## src/rtl/pic_ack_sequencer.sv

```systemverilog
// pic_ack_sequencer
//
// Control sequencer for the in-service path of an 8259-compatible PIC.
// Picks the winning request against the current highest in-service level and
// the rotation state, raises INT, walks the 2-pulse (8086) or 3-pulse (8080)
// INTA sequence, and drives latch/clear/EOI/rotate controls into the
// in-service block. OCW2 commands (EOI variants, rotation, set-priority) are
// decoded here as well.
//
// Ports:
//   clock, reset               system clock, synchronous active-high reset
//   interrupt_request   [7:0]  IRR contents
//   interrupt_mask      [7:0]  IMR, 1 = masked
//   highest_level_in_service   one-hot highest ISR bit, 0 = none
//   int_ack_begin / _end       one-cycle strobes on INTA falling / rising edge
//   mode_8086                  1 = 2-pulse sequence, 0 = 3-pulse sequence
//   auto_eoi                   automatic EOI on the last INTA
//   ocw2_write, ocw2_data      OCW2 strobe and data {R,SL,EOI,x,x,L[2:0]}
//   int_out                    INT to the CPU
//   interrupt           [7:0]  one-hot level being acknowledged
//   latch_in_service           one-cycle ISR set strobe
//   clear_request       [7:0]  one-cycle IRR clear mask
//   end_of_interrupt    [7:0]  one-cycle ISR clear mask
//   priority_rotate     [2:0]  lowest-priority level (highest = rotate+1)
//   ack_phase           [1:0]  0 idle/between pulses, 1..3 INTA pulse number
//   spurious                   acknowledge found no valid request
//   ack_level           [2:0]  level index for the vector (SPURIOUS_LEVEL
//                              when spurious)
//   debug_state         [2:0]  current sequencer state
//
// Handshake: there is no valid/ready pair here. Every input strobe is a
// single-cycle pulse that is acted on in the cycle it is high, and only in
// the state that expects it; every output pulse is registered and lasts
// exactly one cycle.

module pic_ack_sequencer #(
    parameter int         NUM_IR         = 8,
    parameter logic [2:0] SPURIOUS_LEVEL = 3'd7
) (
    input  logic              clock,
    input  logic              reset,
    input  logic [NUM_IR-1:0] interrupt_request,
    input  logic [NUM_IR-1:0] interrupt_mask,
    input  logic [NUM_IR-1:0] highest_level_in_service,
    input  logic              int_ack_begin,
    input  logic              int_ack_end,
    input  logic              mode_8086,
    input  logic              auto_eoi,
    input  logic              ocw2_write,
    input  logic [7:0]        ocw2_data,
    output logic              int_out,
    output logic [NUM_IR-1:0] interrupt,
    output logic              latch_in_service,
    output logic [NUM_IR-1:0] clear_request,
    output logic [NUM_IR-1:0] end_of_interrupt,
    output logic [2:0]        priority_rotate,
    output logic [1:0]        ack_phase,
    output logic              spurious,
    output logic [2:0]        ack_level,
    output logic [2:0]        debug_state
);

    typedef enum logic [2:0] {
        S_IDLE  = 3'd0,
        S_ACK1  = 3'd1,
        S_WAIT2 = 3'd2,
        S_ACK2  = 3'd3,
        S_WAIT3 = 3'd4,
        S_ACK3  = 3'd5
    } state_t;

    state_t state;
    logic   rotate_on_aeoi;

    assign debug_state = state;

    // OCW2 bits [4:3] select the OCW type upstream and carry no meaning here.
    logic unused_ocw2_bits;
    assign unused_ocw2_bits = ^ocw2_data[4:3];

    function automatic logic [2:0] onehot_index(input logic [NUM_IR-1:0] v);
        logic [2:0] idx;
        idx = '0;
        for (int i = 0; i < NUM_IR; i++) begin
            if (v[i]) idx = 3'(i);
        end
        return idx;
    endfunction

    // ------------------------------------------------------------------
    // Resolver. Rotating right by priority_rotate+1 puts the highest
    // priority level at bit 0, so "lowest set bit" is "highest priority".
    // ------------------------------------------------------------------
    logic [NUM_IR-1:0]   pending;
    logic [2:0]          shift;
    logic [2*NUM_IR-1:0] req_dbl;
    logic [2*NUM_IR-1:0] isr_dbl;
    logic                req_any;
    logic                isr_any;
    logic [2:0]          req_pos;
    logic [2:0]          isr_pos;
    logic                req_valid;
    logic [2:0]          res_idx;
    logic [NUM_IR-1:0]   res_onehot;

    always_comb begin
        pending = interrupt_request & ~interrupt_mask;
        shift   = priority_rotate + 3'd1;
        req_dbl = {pending, pending} >> shift;
        isr_dbl = {highest_level_in_service, highest_level_in_service} >> shift;
        req_any = 1'b0;
        isr_any = 1'b0;
        req_pos = '0;
        isr_pos = '0;
        for (int i = NUM_IR - 1; i >= 0; i--) begin
            if (req_dbl[i]) begin
                req_any = 1'b1;
                req_pos = 3'(i);
            end
            if (isr_dbl[i]) begin
                isr_any = 1'b1;
                isr_pos = 3'(i);
            end
        end
        // A request equal to or below the in-service level must wait.
        req_valid  = req_any && (!isr_any || (req_pos < isr_pos));
        res_idx    = req_pos + shift;
        res_onehot = '0;
        res_onehot[res_idx] = 1'b1;
    end

    // ------------------------------------------------------------------
    // OCW2 decode on {R,SL,EOI}
    // ------------------------------------------------------------------
    logic [NUM_IR-1:0] ocw_eoi;
    logic [NUM_IR-1:0] ocw_l_onehot;
    logic              ocw_rot_en;
    logic [2:0]        ocw_rot_val;
    logic              raeoi_set;
    logic              raeoi_clr;

    always_comb begin
        ocw_eoi      = '0;
        ocw_l_onehot = '0;
        ocw_l_onehot[ocw2_data[2:0]] = 1'b1;
        ocw_rot_en   = 1'b0;
        ocw_rot_val  = ocw2_data[2:0];
        raeoi_set    = 1'b0;
        raeoi_clr    = 1'b0;
        if (ocw2_write) begin
            case (ocw2_data[7:5])
                3'b001: ocw_eoi = highest_level_in_service;
                3'b011: ocw_eoi = ocw_l_onehot;
                3'b101: begin
                    // Rotate on non-specific EOI needs something in service.
                    if (|highest_level_in_service) begin
                        ocw_eoi     = highest_level_in_service;
                        ocw_rot_en  = 1'b1;
                        ocw_rot_val = onehot_index(highest_level_in_service);
                    end
                end
                3'b111: begin
                    ocw_eoi    = ocw_l_onehot;
                    ocw_rot_en = 1'b1;
                end
                3'b110:  ocw_rot_en = 1'b1;
                3'b100:  raeoi_set  = 1'b1;
                3'b000:  raeoi_clr  = 1'b1;
                default: ;
            endcase
        end
    end

    // Last INTA pulse of the sequence, where automatic EOI takes effect.
    logic final_end;
    logic aeoi_fire;

    always_comb begin
        final_end = int_ack_end &&
                    (((state == S_ACK2) && mode_8086) || (state == S_ACK3));
        aeoi_fire = final_end && auto_eoi && !spurious;
    end

    // ------------------------------------------------------------------
    // Sequencer with registered outputs
    // ------------------------------------------------------------------
    always_ff @(posedge clock) begin
        if (reset) begin
            state            <= S_IDLE;
            int_out          <= 1'b0;
            interrupt        <= '0;
            latch_in_service <= 1'b0;
            clear_request    <= '0;
            end_of_interrupt <= '0;
            priority_rotate  <= 3'd7;
            ack_phase        <= 2'd0;
            spurious         <= 1'b0;
            ack_level        <= '0;
            rotate_on_aeoi   <= 1'b0;
        end else begin
            latch_in_service <= 1'b0;
            clear_request    <= '0;
            end_of_interrupt <= ocw_eoi | (aeoi_fire ? interrupt : '0);

            // An explicit OCW2 rotate overrides the automatic one.
            if (ocw_rot_en) begin
                priority_rotate <= ocw_rot_val;
            end else if (aeoi_fire && rotate_on_aeoi) begin
                priority_rotate <= onehot_index(interrupt);
            end

            if (raeoi_set) begin
                rotate_on_aeoi <= 1'b1;
            end else if (raeoi_clr) begin
                rotate_on_aeoi <= 1'b0;
            end

            case (state)
                S_IDLE: begin
                    if (int_ack_begin && int_out) begin
                        state     <= S_ACK1;
                        ack_phase <= 2'd1;
                        int_out   <= 1'b0;
                        if (req_valid) begin
                            interrupt        <= res_onehot;
                            latch_in_service <= 1'b1;
                            clear_request    <= res_onehot;
                            spurious         <= 1'b0;
                            ack_level        <= res_idx;
                        end else begin
                            // Request vanished between INT and INTA.
                            interrupt <= '0;
                            spurious  <= 1'b1;
                            ack_level <= SPURIOUS_LEVEL;
                        end
                    end else if (req_valid) begin
                        // INT stays up once raised, even if IRR drops.
                        int_out <= 1'b1;
                    end
                end
                S_ACK1: begin
                    if (int_ack_end) begin
                        state     <= S_WAIT2;
                        ack_phase <= 2'd0;
                    end
                end
                S_WAIT2: begin
                    if (int_ack_begin) begin
                        state     <= S_ACK2;
                        ack_phase <= 2'd2;
                    end
                end
                S_ACK2: begin
                    if (int_ack_end) begin
                        ack_phase <= 2'd0;
                        if (mode_8086) begin
                            state     <= S_IDLE;
                            interrupt <= '0;
                            spurious  <= 1'b0;
                            ack_level <= '0;
                        end else begin
                            state <= S_WAIT3;
                        end
                    end
                end
                S_WAIT3: begin
                    if (int_ack_begin) begin
                        state     <= S_ACK3;
                        ack_phase <= 2'd3;
                    end
                end
                S_ACK3: begin
                    if (int_ack_end) begin
                        state     <= S_IDLE;
                        ack_phase <= 2'd0;
                        interrupt <= '0;
                        spurious  <= 1'b0;
                        ack_level <= '0;
                    end
                end
                default: begin
                    state     <= S_IDLE;
                    ack_phase <= 2'd0;
                end
            endcase
        end
    end

endmodule

```

## config.mk

```make
export PLATFORM = sky130hd
export DESIGN_NAME = pic_ack_sequencer
export DESIGN_NICKNAME = d
export VERILOG_FILES = /design/src/rtl/pic_ack_sequencer.sv
export SDC_FILE = /design/constraint.sdc
export NUM_CORES = 1
export LEC_CHECK = 0
export ABC_AREA = 1
export CORE_MARGIN = 2
export CORE_UTILIZATION = 44
export CTS_CLUSTER_SIZE = 10
export DETAILED_ROUTE_END_ITERATION = 12
export PLACE_DENSITY = 0.77
export SLEW_MARGIN = 15
export SYNTH_ARGS = -nofsm -noshare
export SYNTH_HDL_FRONTEND = slang
export SYNTH_SLANG_ARGS = --single-unit
```

## constraint.sdc

```tcl
create_clock -name clock -period 3.4 [get_ports clock]
set_clock_uncertainty 0.15 [all_clocks]
set_input_delay 0.51 -clock clock [delete_from_list [all_inputs] [get_ports clock]]
set_output_delay 0.51 -clock clock [all_outputs]
set_load 0.01 [all_outputs]
```

Yosys cells after proc, flatten, opt, wreduce, memory -nomap -nowiden --
Index checks and enable logic that the tools add are counted.
Cells by class: add/subtract/negate cells 2, magnitude comparators 5, eq/ne operators 19, shift-type cells 2, mux-type cells 101, bitwise gates (word level) 5, reductions and logical operators 28
Operators by type and width (number):
- $mux W3 | 44
- $mux W8 | 8
- $pmux W8 S3 | 2
- $mux W1 | 36
- $shr A16 B3 Y8 | 2
- $eq A3 B3 Y1 const B | 6
- $pmux W3 S6 | 1
- $ne A2 B2 Y1 const B | 7
- $eq A3 B2 Y1 const B | 3
- $logic_and A1 B1 Y1 | 9
- $pmux W3 S3 | 1
- $and A8 B8 Y8 | 1
- $lt A3 B4 Y1 const B | 2
- $mux W2 | 4
- $not A8 Y8 | 1
- $or A8 B8 Y8 | 1
- $pmux W2 S4 | 1
- $reduce_or A8 Y1 | 1
- $demux W1 S3 | 2
- $eq A3 B1 Y1 const B | 2
- $ge A3 B1 Y1 const B | 2
- $logic_not A3 Y1 | 2
- $reduce_and A6 Y1 | 1
- $reduce_bool A2 Y1 | 3
- 15 further kinds | 20
Storage, ports and cells: register bits after elaboration 39, input port bits 39, output and inout port bits 38

Logic depth before layout (Yosys ltp) --
Gate-level depths: netlist (run 1).
depth after elaboration 19, depth in mapped cells 24, gate-level depth less buffers 23

Worst setup path before layout (run 1) --
No wires, ideal clock.
path kind reg2reg, from reg priority_rotate[0], to reg interrupt[1], arrival 3117 ps, required time 3180 ps, slack 62 ps, cell stages (with the launch flop) 24, buffers on the path 2, clock period less this slack 3338 ps, cells stage by stage dfxtp_1 ha_1 buf_4 inv_4 buf_4 nand3_1 nand2_1 nand2_1 nand2_1 nand2_1 nand2_1 nand2_1 nand2_1 nand2_1 nand2_1 inv_1 ha_1 fa_1 xnor2_1 xnor2_4 nand2_2 nor2_1 nand4_1 a21oi_1
On the way: word-level cells in the longest chain between the ends 18
Ends and longest elaborated chain:
- start, declared | line 56 | output logic [2:0] priority_rotate,
- start signal, assigned | line 207 | priority_rotate <= ocw_rot_val;
- start signal, assigned | line 209 | priority_rotate <= onehot_index(interrupt);
- $add A3 B1 Y3 (*) | line 108 | shift = priority_rotate + 3'd1;
- $shr A16 B3 Y8 | line 109 | req_dbl = {pending, pending} >> shift;
- $mux W3 (8 in a row) | line 116 | if (req_dbl[i]) begin
- $add A3 B3 Y3 | line 127 | res_idx = req_pos + shift;
- $lt A3 B4 Y1 (not written as such) / $ge A3 B1 Y1 (equally long branches) | line 129 | res_onehot[res_idx] = 1'b1;
- $logic_and A1 B1 Y1 (not written as such) | line 129
- $mux W1 (not written as such) | line 129
- $demux W1 S3 | line 129
- $mux W8 (*) | line 224 | if (req_valid) begin
- $mux W8 (*) | line 220 | if (int_ack_begin && int_out) begin
- $pmux W8 S3 (*) | line 218 | case (state)
- end signal, assigned | line 225 | interrupt <= res_onehot;
- end, declared | line 52 | output logic [NUM_IR-1:0] interrupt,
Every way passes the cells marked *; elsewhere a longest branch is shown, timed or not. The select of a mux whose other input is x is not followed. A chain may end at the register's enable or synchronous reset.

Worst setup path after layout (run 1) --
from in interrupt_request[0], to reg interrupt[3]
On the way: word-level cells in the longest chain between the ends 18
Ends and longest elaborated chain:
- start, declared | line 42 | input logic [NUM_IR-1:0] interrupt_request,
- $and A8 B8 Y8 (*) | line 107 | pending = interrupt_request & ~interrupt_mask;
- $shr A16 B3 Y8 (*) | line 109
- $mux W3 (8 in a row) | line 116
- $add A3 B3 Y3 | line 127
- $lt A3 B4 Y1 (not written as such) / $ge A3 B1 Y1 (equally long branches) | line 129
- $logic_and A1 B1 Y1 (not written as such) | line 129
- $mux W1 (not written as such) | line 129
- $demux W1 S3 | line 129
- $mux W8 (*) | line 224
- $mux W8 (*) | line 220
- $pmux W8 S3 (*) | line 218
Marks and branches as above.

==> results.toml, run 1 <==
[timing]
fmax_mhz = 311
finalSetupViolCount = 0
finalCriticalPeriod_ns = 3.22
period_share_pct = 94.7
drv_slew = 0
hold_viol = 0
maxSlewHeadroom_pct = 68.8
tightestPinTransition_ns = 0.466

[pwr]
p_leak_nw = 1.77
power_density_nw_per_um2 = 491
p_sw_w = 0.000758
total_power_w = 0.00190
internal_power_w = 0.00115
clkPwrFrac_pct = 20.8
peakVddDrop_mv = 0.374
switching_share_pct = 39.8
pwr-share-seq_pct = 28.4
pwr-share-comb_pct = 50.7

[flow_run]
maxCapViolations = 0

[synth]
yosysWarnings = 0
syn_inst = 453
yosys_most_used_dff = "dfxtp_1"
synthArstFlopShare_pct = 0
synth-edff-count = 0
synth_fp_nets = 497
synth_largest_area_cell = "dfxtp_1"
synthTopCellsByCount = "nand2_1, nand3_1, inv_1"
synth_most_common_cell = "nand2_1"
yosys_register_bits = 39
yosysSeqAreaShare_pct = 28.0
synth_area_per_cell_sq_um = 6.16
synth_area_sq_um = 2790
netlist_top_cells_area = "dfxtp_1, nand2_1, nand3_1"
synth_cell_type_count = 44
synth_top_area_share_pct = 28.0

[setup_path]
r2r_slack_ns = 0.22
cp-start-kind = "primary input"
critical-path-top-delay-family = "simple AND/OR/NAND/NOR gates"
r2r-start = "priority_rotate[0]"
crit_fanout = 5
cpPeakStageDelay_ns = 0.43
crit_type = "primary input to register"
arrival_ns = 3.31
slowest_stage = "fa_2"
worst-r2r-cell-count = 23
r2r-end = "interrupt[3]"
end_kind = "register"
cp_data_required_time_ns = 3.49
cp_num_buf_inv = 3
crit_path_frequent_cell = "nand2_1"
path_cells = "clkdlybuf4s50_1, buf_4, nand3_2, nand3_1, nand3_1, nand2_1, nand2_1, nand2_1, nand2_1, nand2_1, nand2_1, nand2_1, nand2_1, inv_1, ha_2, fa_2, xnor2_4, xnor2_4, nand2_1, nor2_1, nand2_1, nand2_1"

[grt]
antenna_found_initial = 0
overflow = 0
grt_max_degree = 19
grt_use_total_pct = 21.0
grt_pass1_vias = 2885
grt_pass1_wl_mm = 12.3

[min_path]
hold_end = "rotate_on_aeoi"
hp-start = "rotate_on_aeoi"
min_path_cells = 2
hold_path.class = "register to register"

[cells_and_area]
layout.cells.non_filler = 615
fin_area_sq_um = 3880
nNetsFinal = 581
drive_gt1_share_pct = 13.2
fin_util_pct = 62.2
regArea_sq_um = 783
multiInputGateArea_sq_um = 1760
area_delta_synth_final_pct = 39.2
n_antenna_cell = 0
fill_cells = 580

[detailed_routing]
wire_per_inst_microns = 12.7
num_vias = 3292
drcViolationCount = 0
final_antenna_net_count = 0
finalWirelength_mm = 7.78
firstDrtPassIters = 5
drtIter0Drc = 222
via_per_inst = 5.35

[status]
status = "complete, no violations"

[cts]
cts_hold_buf = 0
cts_setup_buffers = 0
htree_levels = 2
clock_sinks = 39
cts_root_buffer = "clkbuf_8"
cts_buffers = 5
clockBufferDepth = 2
path_clk_slew_ns = 0.08
cts_tree = "built"
clock_latency_ns = 0.29

[placed_design]
place_inst = 607
dp_hpwl_mm = 5.94
gp_congestion = 0.897
placed_area_sq_um = 3670
portBuffers = 74

[floorplan]
core_sq_um = 6240
die_w_microns = 83.6
start_util_pct = 44.7
num_rows = 29
die-area_sq_um = 6990
io_pins = 77
dieHeight_microns = 83.6
[cell type report]
type                    instances  area share (%)
well taps                      77            2.48
clock buffers                   6            2.13
multi-input cells             339            45.4
inverters                      61            6.16
flip-flops and latches         39            20.2
clock inverters                 2           0.902
repair buffers                 91            22.8
[routing by layer]
layer  share of wire (%)  global-route usage [%]  vias up
li1                    -                       -     1645
met5                   0                       0        -
met1                  41                    24.6     1504
met2                  51                    37.9      125
met3                 5.8                    4.25       18
met4                 2.1                    7.18        0
[state kept, by name, indices dropped and copies added (netlist names)]
signal	cells
ack_level	3
int_out	1
rotate_on_aeoi	1
interrupt	8
latch_in_service	1
priority_rotate	3
spurious	1
end_of_interrupt	8
debug_state	3
ack_phase	2
clear_request	8
[metrics by stage]
stage / setup TNS, ns / worst slack (ns) / hold slack (ns)
2_1_floorplan: 0 / 0.0624 / 0.275
3_3_place_gp: -2.46 / -0.210 / 0.289
3_5_place_dp: -3.69 / -0.274 / 0.295
4_1_cts: 0 / 0.0326 / 0.306
5_1_grt: -0.0133 / -0.0133 / 0.318
6_report: 0 / 0.180 / 0.301
[worst max path at each step]
stage,from,endpoint,cells past startpoint
after floorplan,priority_rotate[0],interrupt[1],23
after global placement,interrupt_request[6],interrupt[1],22
after detailed placement,interrupt_request[6],interrupt[1],22
after CTS,priority_rotate[1],interrupt[3],22
after global routing,interrupt_mask[7],interrupt[1],22
final,interrupt_request[0],interrupt[3],22
[timing repair]
| action | 4_1_cts | 5_1_grt |
|---|---|---|
| setup endpoints to repair | 17 | 17 |
| pin swaps | 0 | 10 |
| resized for setup | 2 | 28 |
| hold endpoints to repair | 0 | 0 |
[power groups by stage]
stage / Clock (W) / Combinational, W / Sequential [W]
after floorplan: 0 / 0.000604 / 0.000565
after global placement: 0 / 0.000888 / 0.000550
after detailed placement: 0 / 0.000916 / 0.000550
after CTS: 0.000399 / 0.000928 / 0.000540
after global routing: 0.000420 / 0.00107 / 0.000547
final: 0.000397 / 0.000966 / 0.000542
[cell usage in the layout (no fill, tap or decap), drive strengths merged]
cell type,Yosys,final
a31oi,4,4
clkdlybuf4s50,0,71
a211oi,2,2
or3,1,1
o32ai,1,1
nor3b,1,1
ha,4,4
fa,1,1
o221ai,1,1
bufinv,0,1
nor2,37,37
nor3,4,4
a22o,1,1
o21bai,1,1
a21oi,26,26
a311oi,1,1
nand2,144,144
and2,3,3
o22ai,1,1
inv,60,60
o21a,1,1
dlymetal6s2s,0,3
o21ai,24,24
nand3,67,67
xnor2,2,2
o211ai,3,3
buf,9,17
nand4,9,9
dfxtp,39,39
clkinv,1,2
clkbuf,5,6
[cells by family after synthesis]
logic type	count (synthesis)	share of synthesized area, %
simple gates	266	43.0
buf+inv	75	11.6
compound gates	66	13.6
flops	39	28.0
fa+ha+maj	5	2.51
xor+xnor	2	1.30
[worst min-delay path, stage by stage, from the launching register on]
cell	delay [ns]
dfxtp_1	0.31
inv_1	0.05
a21oi_1	0.05
No activity file was read; power rests on OpenSTA's default activity.
==> inputs of run 2 (changes only) <==
--- a/config.mk
+++ b/config.mk
@@ -7,10 +7,12 @@
 export LEC_CHECK = 0
 export ABC_AREA = 1
 export CORE_MARGIN = 2
-export CORE_UTILIZATION = 44
+export CORE_UTILIZATION = 58
 export CTS_CLUSTER_SIZE = 10
 export DETAILED_ROUTE_END_ITERATION = 12
-export PLACE_DENSITY = 0.77
+export DONT_BUFFER_PORTS = 1
+export HOLD_SLACK_MARGIN = 0.1
+export PLACE_DENSITY = 0.76
 export SLEW_MARGIN = 15
 export SYNTH_ARGS = -nofsm -noshare
 export SYNTH_HDL_FRONTEND = slang
==> run 2 against run 1 <==
  * Register-to-register slack about the same
  * Sequential power grew 4.2%
  * First-iteration DRC count is 17% lower
  * Power shrank 12%
  * Count of clock-buffer cells in the layout grew 2
  * Fmax up 1.6%
  * Non-clock buffer count shrank 81
  * Global-route usage grew 3.8 points
  * Sequential cell count unchanged
  * Routed wire length down 13%
  * Sequential share of layout area up 5.7 points
  * Core utilization increased by 2.5 points
  * Largest cell class unchanged
  * Highest routed layer unchanged
==> results.toml, run 2 (synthesized netlist as in run 1, its figures left out) <==
[status]
status = "complete, no violations"

[timing]
finalCriticalPeriod_ns = 3.17
period_share_pct = 93.2
tightestPinTransition_ns = 0.525
fin_ws_ns = 0.232
finalSetupViolCount = 0
maxSlewHeadroom_pct = 64.8
drv_slew = 0
worst_hold_slack_ns = 0.135
hold_viol = 0
fmax_mhz = 316

[cts]
cts_root_buffer = "clkbuf_8"
cts_hold_buf = 0
cts_tree = "built"
cts_buffers = 5
clock_latency_ns = 0.29
htree_levels = 2
clockBufferDepth = 2
clock_sinks = 39
path_clk_slew_ns = 0.07

[setup_path]
cpPeakStageDelay_ns = 0.43
crit_type = "register to register"
path_cells = "ha_4, buf_6, nand3_1, nand2_1, nand2_2, nand2_1, nand2_1, nand2_1, nand2_1, nand2_1, nand2_1, nand2_1, nand2_1, inv_1, ha_1, fa_2, xnor2_4, xnor2_4, nor3_2, nand4_1, a21oi_1"
critical-path-top-delay-family = "simple AND/OR/NAND/NOR gates"
arrival_ns = 3.24
worst-r2r-cell-count = 21
cp-start-kind = "register"
end_kind = "register"
slowest_stage = "fa_2"
cp_data_required_time_ns = 3.47
crit_path_frequent_cell = "nand2_1"
r2r_slack_ns = 0.23
r2r-start = "priority_rotate[0]"
cp.depth = 21
crit_fanout = 6
cp_num_buf_inv = 2
critPathCapture = "interrupt[4]"
critPathLaunch = "priority_rotate[0]"
r2r-end = "interrupt[4]"

[grt]
grt_max_degree = 27
grt_pass1_wl_mm = 10.7
overflow = 0
grt_use_total_pct = 24.8
grt_pass1_vias = 2428
antenna_found_initial = 0

[placed_design]
pre_cts_ws_ns = -0.0775
dp_hpwl_mm = 5.17
gp_congestion = 0.932
placed_area_sq_um = 2820
portBuffers = 0

[cells_and_area]
final_cell_mix = "nand2_1, nand3_1, inv_1"
fin_area_sq_um = 3040
nNetsFinal = 500
reg_top3 = "clear_request: 8 flops, end_of_interrupt: 8 flops, interrupt: 8 flops"
n_antenna_cell = 0
drive_gt1_share_pct = 11.2
area_delta_synth_final_pct = 8.93
final_common_cell = "nand2_1"
fill_cells = 427

[floorplan]
die_w_microns = 73.3
die-area_sq_um = 5380
num_rows = 25
io_pins = 77
dieHeight_microns = 73.3
start_util_pct = 59.4
core_sq_um = 4690

[pwr]
power_density_nw_per_um2 = 549
peakVddDrop_mv = 0.322
total_power_w = 0.00167
p_leak_nw = 1.44

[detailed_routing]
firstDrtPassIters = 4
drcViolationCount = 0
num_vias = 2833
via_per_inst = 5.54
drtIter0Drc = 184
final_antenna_net_count = 0
finalWirelength_mm = 6.75
wire_per_inst_microns = 13.2

[min_path]
hold_path.class = "primary input to register"

[flow_run]
maxCapViolations = 0
[run 2: cell types whose count changed in the layout (fill, tap and decap cells not counted), moves of 3 or more]
| cell | previous run | this run |
|---|---|---|
| buf_4 | 15 | 6 |
| inv_2 | 7 | 3 |
| dlymetal6s2s_1 | 3 | 0 |
| nand3_1 | 56 | 62 |
| inv_1 | 51 | 55 |
| clkdlybuf4s50_1 | 71 | 0 |
| nand3_2 | 11 | 5 |
[run 2: layer usage]
layer	wire length [microns]	share of wire, %	vias up	track usage (%)
li1	-	-	1490	-
met1	3110	46	1254	34.2
met2	3150	47	84	39.7
met3	464	6.9	5	6.58
met4	25	0.37	0	3.64
met5	0	0	-	0
[run 2: area by class of cell]
class,count,area [sq um],share of cell area (%)
clock buffer,8,100,3.29
multi-input combinational,339,1730,56.9
sequential,39,786,25.9
tap,54,67.6,2.22
timing repair buffer,10,113,3.71
inverter,61,244,8.03
[run 2: worst reg2reg max path, cell delays in order, from the launching register on]
cell	delay [ns]
dfxtp_4	0.37
ha_4	0.25
buf_6	0.14
nand3_1	0.09
nand2_1	0.10
nand2_2	0.09
nand2_1	0.05
nand2_1	0.05
nand2_1	0.05
nand2_1	0.05
nand2_1	0.04
nand2_1	0.05
nand2_1	0.04
nand2_1	0.07
inv_1	0.05
ha_1	0.19
fa_2	0.43
xnor2_4	0.16
xnor2_4	0.16
nor3_2	0.19
nand4_1	0.16
a21oi_1	0.18
[run 2: worst min path at each step]
stage	depth (start not counted)	startpoint	to
after global routing	1	reset	interrupt[1]
after floorplan	2	rotate_on_aeoi	rotate_on_aeoi
after detailed placement	2	rotate_on_aeoi	rotate_on_aeoi
final	1	reset	ack_level[1]
after CTS	1	reset	ack_level[1]
after global placement	2	rotate_on_aeoi	rotate_on_aeoi
[run 2: per-stage QoR]
step                      utilization [%]  instances  TNS [ns]
after floorplan                         -        453         0
after global placement               60.1        500   -0.0325
after detailed placement             60.1        500    -0.247
after CTS                            62.5        508         0
after global routing                 64.7        511  -0.00383
final                                64.7        511         0
[run 2: power breakdown]
group          leakage, nW  total (W)  switching [W]  internal, W
clock               0.0515   0.000338       0.000153     0.000185
sequential           0.316   0.000565      0.0000628     0.000502
combinational         1.07   0.000766       0.000484     0.000282
[run 2: timing repair]
action | CTS | global route
setup endpoints to repair | 13 | 17
pin swaps | 0 | 7
resized for setup | 2 | 20
cloned | 0 | 1
setup buffers | 0 | 2
